--- src/rtl/spi_burst.sv ---
// Burst engine between a byte host port and a polled SPI controller, with receive FIFO.
// Define SPI_BURST_CRC16_EN to build the CRC-16-CCITT accumulator over received bytes.
module spi_burst #(
  parameter int FIFO_DEPTH = 16
) (
  input  logic       clk,
  input  logic       rst_n,
  input  logic [2:0] bus_addr,
  input  logic [7:0] bus_wrdata,
  output logic [7:0] bus_rddata,
  input  logic       bus_sel,
  input  logic       bus_strobe,
  input  logic       bus_write,
  output logic       m_addr,
  output logic [7:0] m_wrdata,
  input  logic [7:0] m_rddata,
  output logic       m_sel,
  output logic       m_strobe,
  output logic       m_write
);

  localparam int PW = (FIFO_DEPTH > 1) ? $clog2(FIFO_DEPTH) : 1;

  typedef enum logic [2:0] {
    S_IDLE, S_WR, S_GAP, S_POLL, S_READ, S_SSEL, S_SGAP
  } state_t;

  state_t          state_q, state_d;
  logic            acc_q;
  logic [8:0]      rem_q, rem_d;
  logic            stall_q, stall_d;
  logic [7:0]      fill_q;
  logic            ssel_q;
  logic [7:0]      mem [FIFO_DEPTH];
  logic [PW-1:0]   wr_ptr_q, rd_ptr_q;
  logic [4:0]      level_q;

  logic host_ev, wr_ev, rd_ev, empty, full, push, pop, busy;

  assign host_ev = bus_sel && bus_strobe && !acc_q;
  assign wr_ev   = host_ev && bus_write;
  assign rd_ev   = host_ev && !bus_write;
  assign empty   = (level_q == 5'd0);
  assign full    = (level_q == 5'(FIFO_DEPTH));
  assign pop     = rd_ev && (bus_addr == 3'd0) && !empty;
  assign busy    = (state_q != S_IDLE);

  always_comb begin
    state_d  = state_q;
    rem_d    = rem_q;
    stall_d  = stall_q;
    push     = 1'b0;
    m_sel    = 1'b0;
    m_strobe = 1'b0;
    m_write  = 1'b0;
    m_addr   = 1'b0;
    m_wrdata = 8'h00;
    case (state_q)
      S_IDLE: begin
        if (wr_ev && bus_addr == 3'd0) begin
          rem_d   = (bus_wrdata == 8'h00) ? 9'd256 : {1'b0, bus_wrdata};
          state_d = S_WR;
        end else if (wr_ev && bus_addr == 3'd2) begin
          state_d = S_SSEL;
        end
      end
      S_WR: begin
        m_sel    = 1'b1;
        m_strobe = 1'b1;
        m_write  = 1'b1;
        m_wrdata = fill_q;
        state_d  = S_GAP;
      end
      S_GAP: state_d = S_POLL;
      S_POLL: begin
        m_sel  = 1'b1;
        m_addr = 1'b1;
        if (!m_rddata[1]) state_d = S_READ;
      end
      S_READ: begin
        // stall_q marks cycles after the push spent waiting for FIFO room
        if (!stall_q) begin
          m_sel = 1'b1;
          push  = 1'b1;
          rem_d = rem_q - 9'd1;
          if (rem_q == 9'd1)
            state_d = S_IDLE;
          else if (level_q == 5'(FIFO_DEPTH - 1) && !pop)
            stall_d = 1'b1;
          else
            state_d = S_WR;
        end else if (!full) begin
          stall_d = 1'b0;
          state_d = S_WR;
        end
      end
      S_SSEL: begin
        m_sel    = 1'b1;
        m_strobe = 1'b1;
        m_write  = 1'b1;
        m_addr   = 1'b1;
        m_wrdata = {7'b0, ssel_q};
        state_d  = S_SGAP;
      end
      S_SGAP:  state_d = S_IDLE;
      default: state_d = S_IDLE;
    endcase
  end

`ifdef SPI_BURST_CRC16_EN
  logic [15:0] crc_q;

  function automatic logic [15:0] crc_byte(input logic [15:0] c, input logic [7:0] d);
    logic [15:0] r;
    r = c ^ {d, 8'h00};
    for (int i = 0; i < 8; i++)
      r = r[15] ? ((r << 1) ^ 16'h1021) : (r << 1);
    return r;
  endfunction

  always_ff @(posedge clk or negedge rst_n) begin
    if (!rst_n)
      crc_q <= 16'h0000;
    else if (wr_ev && bus_addr == 3'd3)
      crc_q <= 16'h0000;
    else if (push)
      crc_q <= crc_byte(crc_q, m_rddata);
  end
`endif

  always_comb begin
    bus_rddata = 8'h00;
    case (bus_addr)
      3'd0: bus_rddata = empty ? 8'hFF : mem[rd_ptr_q];
      3'd1: bus_rddata = {busy, full, empty, level_q};
      3'd2: bus_rddata = {7'b0, ssel_q};
`ifdef SPI_BURST_CRC16_EN
      3'd3: bus_rddata = crc_q[7:0];
      3'd4: bus_rddata = crc_q[15:8];
`endif
      default: bus_rddata = 8'h00;
    endcase
  end

  always_ff @(posedge clk) begin
    if (push) mem[wr_ptr_q] <= m_rddata;
  end

  always_ff @(posedge clk or negedge rst_n) begin
    if (!rst_n) begin
      state_q  <= S_IDLE;
      acc_q    <= 1'b0;
      rem_q    <= 9'd0;
      stall_q  <= 1'b0;
      fill_q   <= 8'hFF;
      ssel_q   <= 1'b0;
      wr_ptr_q <= '0;
      rd_ptr_q <= '0;
      level_q  <= 5'd0;
    end else begin
      state_q <= state_d;
      acc_q   <= bus_sel && bus_strobe;
      rem_q   <= rem_d;
      stall_q <= stall_d;
      if (wr_ev && bus_addr == 3'd1) fill_q <= bus_wrdata;
      if (wr_ev && bus_addr == 3'd2 && !busy) ssel_q <= bus_wrdata[0];
      if (push) wr_ptr_q <= wr_ptr_q + PW'(1);
      if (pop)  rd_ptr_q <= rd_ptr_q + PW'(1);
      case ({push, pop})
        2'b10:   level_q <= level_q + 5'd1;
        2'b01:   level_q <= level_q - 5'd1;
        default: level_q <= level_q;
      endcase
    end
  end

endmodule

--- config.mk ---
export PLATFORM = sky130hd
export DESIGN_NAME = spi_burst
export DESIGN_NICKNAME = d
export VERILOG_FILES = /design/src/rtl/spi_burst.sv
export SDC_FILE = /design/constraint.sdc
export NUM_CORES = 1
export LEC_CHECK = 0
export BUFFER_PORTS_ARGS = -buffer_cell sky130_fd_sc_hd__buf_4
export CAP_MARGIN = 5
export CORE_MARGIN = 2
export CORE_UTILIZATION = 65
export CTS_CLUSTER_SIZE = 14
export DETAILED_ROUTE_END_ITERATION = 16
export GPL_ROUTABILITY_DRIVEN = 0
export MAX_ROUTING_LAYER = met4
export PLACE_DENSITY = 0.93
export SYNTH_ARGS = -nofsm -noshare
export SYNTH_HDL_FRONTEND = slang
export SYNTH_SLANG_ARGS = --single-unit
export TNS_END_PERCENT = 30
--- constraint.sdc ---
create_clock -name clk -period 5.8 [get_ports clk]
set_input_delay 0.87 -clock clk [delete_from_list [all_inputs] [get_ports clk]]
set_output_delay 0.87 -clock clk [all_outputs]
set_load 0.02 [all_outputs]
# --- Yosys cells after proc, flatten, opt, wreduce, memory -nomap -nowiden ---
# Memories as Yosys holds them, arrays and structs flattened.
# Index checks and enable logic that the tools add are counted.
totals:
  ff_bits: 36
  ramBits: 128
  inputBits: 24
  out_inout_bits: 20
  memories: 1
op_classes:
  addsub: 5
  n_eq_ne: 18
  n_mux: 27
  reduce_logical: 28
mem_list:
  columns: ["name", "words", "width", "rd", "rd_ports_with_merged_regs", "write_ports", "line_no", "text"]
  rows:
  - ["mem", 16, 8, 1, 0, 1, "34", "logic [7:0] mem [FIFO_DEPTH];"]
op_table:
  columns: ["op", "count"]
  rows:
  - ["$mux 9", 3]
  - ["$pmux 8 s3", 1]
  - ["$mux 3", 7]
  - ["$pmux 3 s6", 1]
  - ["$pmux 9 s2", 1]
  - ["$pmux 8 s2", 1]
  - ["$logic_and 1x1->1", 11]
  - ["$mux 1", 10]
  - ["$pmux 5 s2", 1]
  - ["$eq 3x2->1 const B", 3]
  - ["$eq 9x1->1 const B", 1]
  - ["$sub 9x1->9 const B", 1]
  - ["$add 4x1->4 const B", 2]
  - ["$logic_not 8->1", 1]
  - ["$mux 8", 1]
  - ["$eq 3x1->1 const B", 2]
  - ["$eq 3x3->1 const B", 2]
  - ["$logic_not 3->1", 2]
  - ["$ne 2x2->1 const B", 3]
  - ["$ne 3x3->1 const B", 2]
  - ["$add 5x1->5 const B", 1]
  - ["$eq 5x4->1 const B", 1]
  - ["$eq 5x5->1 const B", 1]
  - ["$logic_not 1->1", 5]
  - ["12 further kinds", 14]

# --- Depth between registers and ports, before layout ---
logic_depth:
  depth_word: 11
  mapped_depth: 13
  mapped_depth_nobuf: 10

# --- Worst setup path after synthesis ---
# No wires, ideal clock.
synth_timing:
  path_type: "input -> output"
  start: "in bus_addr[0]"
  end: "out bus_rddata[6]"
  t_arrival_ps: 2534
  required_time_ps: 4930
  setup_slack_ps: 2396
  cell_stages: 4
  path_buffers: 2
  cell_sequence: "buf_2 clkbuf_1 nor4_1 a2111oi_0"
synth_via:
  elab_chain_len: 2
  elab_cells_between_ends: 4
synth_lines:
  columns: ["element", "line_no", "text"]
  rows:
  - ["start, declared", "8", "input logic [2:0] bus_addr,"]
  - ["$eq 3x2->1, or another cell as far along", "133", "case (bus_addr)"]
  - ["$pmux 8 s3 *", "133", null]
  - ["end, declared", "10", "output logic [7:0] bus_rddata,"]
# Every way passes the cells marked *; elsewhere a longest branch is shown, timed or not.

# --- Worst setup path after layout ---
layout_timing:
  start: "reg rd_ptr_q[1]"
  end: "out bus_rddata[6]"
layout_via:
  elab_chain_len: 3
layout_lines:
  columns: ["element", "line_no", "text"]
  rows:
  - ["start, declared", "35", "logic [PW-1:0] wr_ptr_q, rd_ptr_q;"]
  - ["start signal, assigned", "168", "if (pop) rd_ptr_q <= rd_ptr_q + PW'(1);"]
  - ["$mem_v2 16x8", null, null]
  - ["$mux 8", "134", "3'd0: bus_rddata = empty ? 8'hFF : mem[rd_ptr_q];"]
  - ["$pmux 8 s3", "133", null]
# Every way passes these cells.

==> reports/results.txt <==
Status = completed
Reg-to-reg startpoint = state_q[2]
Final period utilization = 70.34%
Total CTS buffers = 17
Syn nets = 518
Synth Instances = 484
Total grt overflow = 0
Critical Path Most Common Cell = buf_4
I/O Pins = 44
Avg Inst Size Synth = 15.01 sq um
Syn. warnings = 0
Std-Cell Rows = 38
# H-tree levels = 4
Reg2Reg Setup Slack = 2.39 ns
# hold bufs at CTS = 0
Clk buf depth = 2
Clk_skew = 0.01146 ns
Die area = 12040 sq um
Critical path type = flop to output pin
Crit path buf inv count = 2
Endpoints failing hold = 0
Slowest cell on crit path = dfrtp_1
Pin count of the biggest net entering global routing = 37
# DRC = 0
Ranking of synthesized cells by area = edfxtp_1 53%, dfrtp_1 9.6%, mux4_2 9.0%
Final setup viols = 0
Top post-synthesis cells by count = 128 x edfxtp_1, 33 x nand2_1, 33 x nor2_1
Critical Path End Type = output pin
Worst-Skew Late Latency = 0.54 ns
Top FF cell, synth = edfxtp_1
Yosys reg bits = 164
Initial antenna violation count = 1
Post-synth top area share = 52.91%
Max-capacitance violation count = 0
Critical Path AT = 3.21 ns
Vias in the first global route = 4520
Clock sinks = 164
GRT Total Usage = 29.97%
Cell taking the most area after synthesis = edfxtp_1
End-of-flow core utilization = 76.06%
Worst path max stage delay = 0.73 ns
Die Y = 109.7 um
Routed WL = 16030 um
Initial Util = 66.72%
FFs w/ async S/R, synth = 21.95%
Most instantiated library cell after synthesis = edfxtp_1
DR vias/cell = 6.647
Initial DRT Pass Iterations = 10
Crit Path Max Fanout = 23
Via count = 4500
IO buf count = 43
First-pass GRT wire length = 24940 um
Remaining antenna violation count after routing = 0
CTS resizes = 0
Crit-path cells = buf_4 -> mux4_2 -> mux2i_1 -> and3_1 -> a2111oi_0 -> buf_4
CTS tree = built
WP data required = 4.93 ns
Sequential-to-total area share from yosys stat = 65.45%
EDFF count, synth = 128
Worst r2r dst = level_q[4]
Library cells used by synthesis = 51
Setup TNS = 0 ns
# Post-CTS Setup Buffers = 0
Min Tclk post-route = 4.079 ns
Startpoint Class = flop
Count of final max-slew check failures = 0
Initial DRC Count = 607
Hold WC Path Type = input port to async pin
Reg2reg path depth = 10
RSZ-0062 raised after global routing = false
Fmax = 245.1 MHz
Peak VDD IR = 0.0002792 V
Post-synthesis cell area = 7264 sq um
Slew @ Worst Pin = 1.181 ns
DP HPWL = 10220 um
Area of the core = 10890 sq um
Power Density = 419.7 nW/um^2
Clock-pin slew on the worst setup and hold paths = 0.07 ns
Die Width = 109.7 um
Crit path max-delay family = flip-flops
Wirelength per Cell = 23.67 um
Worst slew margin = 21.08%
Nets@finish = 557
Leak Pwr = 2.937 nW
Share of post-route cells with drive strength above 1 = 27.05%
Area delta synth->final = 14.00%
CTS Root Cell = clkbuf_8
## state kept, by name (all words and copies together), names as in the netlist
register,flops
level_q,5
acc_q,1
ssel_q,1
state_q,3
wr_ptr_q,4
rd_ptr_q,4
fill_q,8
stall_q,1
mem,128
rem_q,9
## final cells by class
| type | instances | area [sq um] |
|---|---|---|
| sequential | 164 | 4756 |
| antenna | 1 | 2.502 |
| inverter | 14 | 52.55 |
| clock inverter | 12 | 137.6 |
| clock buffer | 20 | 446.7 |
| multi-input combinational | 275 | 2328 |
| fill | 578 | 2606 |
| timing repair buffer | 51 | 382.9 |
| tap | 140 | 175.2 |
## worst max-delay path by stage
| stage | start | end | cells after the start |
|---|---|---|---|
| detailed placement | bus_addr[1] | level_q[4] | 11 |
| global route | rd_ptr_q[1] | bus_rddata[6] | 6 |
| floorplan | bus_addr[0] | bus_rddata[6] | 4 |
| global placement | bus_addr[1] | bus_rddata[0] | 6 |
| CTS | rd_ptr_q[1] | bus_rddata[6] | 6 |
| finish | rd_ptr_q[1] | bus_rddata[6] | 6 |
## cell usage in the layout, fill, tap and decap left out, types with 3 or more instances in the layout
cell type / synthesis / routed
nand4_1: 5 / 5
nand2b_1: 5 / 5
mux4_2: 29 / 29
inv_1: 14 / 14
nand3b_1: 3 / 3
edfxtp_1: 128 / 128
nor4_1: 5 / 5
a31oi_1: 3 / 3
mux2i_1: 11 / 11
nor3_1: 13 / 13
nor2_1: 33 / 33
o2111ai_1: 5 / 5
a21oi_1: 20 / 20
clkbuf_16: 0 / 17
and2_1: 13 / 13
buf_4: 1 / 51
xor2_1: 5 / 5
or3_1: 4 / 4
nand2_1: 33 / 33
inv_6: 0 / 5
o21ai_0: 11 / 11
a21o_1: 5 / 5
mux2_2: 21 / 21
dfrtp_1: 28 / 27
nand3_1: 5 / 5
dfstp_2: 8 / 8
o22ai_1: 3 / 3
ha_1: 10 / 10
xnor2_1: 8 / 8
## kinds of logic after synthesis
logic type,after synthesis,synth area share [%]
buffers and inverters,45,2.584
xor gates and xnor gates,13,1.567
adders and majority gates,10,1.722
AOI/OAI and AO/OA,60,5.529
and+or+nand+nor,130,9.180
DFF,164,65.45
muxes,62,13.97
## per-stage QoR
step	instances	power (W)	worst slack, ns	hold slack, ns	area, sq um
2_1_floorplan	484	0.002135	2.396	0.4824	7264
3_3_place_gp	644	0.002305	2.245	0.5048	7695
3_5_place_dp	644	0.002366	2.223	0.5278	7695
4_1_cts	676	0.003471	1.751	0.2787	8279
5_1_grt	677	0.003613	1.543	0.3093	8282
6_report	677	0.003476	1.721	0.2851	8282
## per-layer routing
layer / vias up / wire length (um) / track usage [%]
met5: - / 0 / -
met4: 0 / 407 / 11.03
met3: 39 / 1246 / 7.350
met2: 278 / 8212 / 48.19
met1: 2258 / 6162 / 37.51
li1: 1925 / - / -
## where the power goes
| group | leakage, nW | internal (W) | switching [W] |
|---|---|---|---|
| clock network | 0.283 | 0.000614 | 0.000489 |
| logic | 1.07 | 0.000379 | 0.000417 |
| registers | 1.58 | 0.00139 | 0.000190 |
| total | 2.94 | 0.00238 | 0.00110 |
No activity file was read; power rests on OpenSTA's default activity.
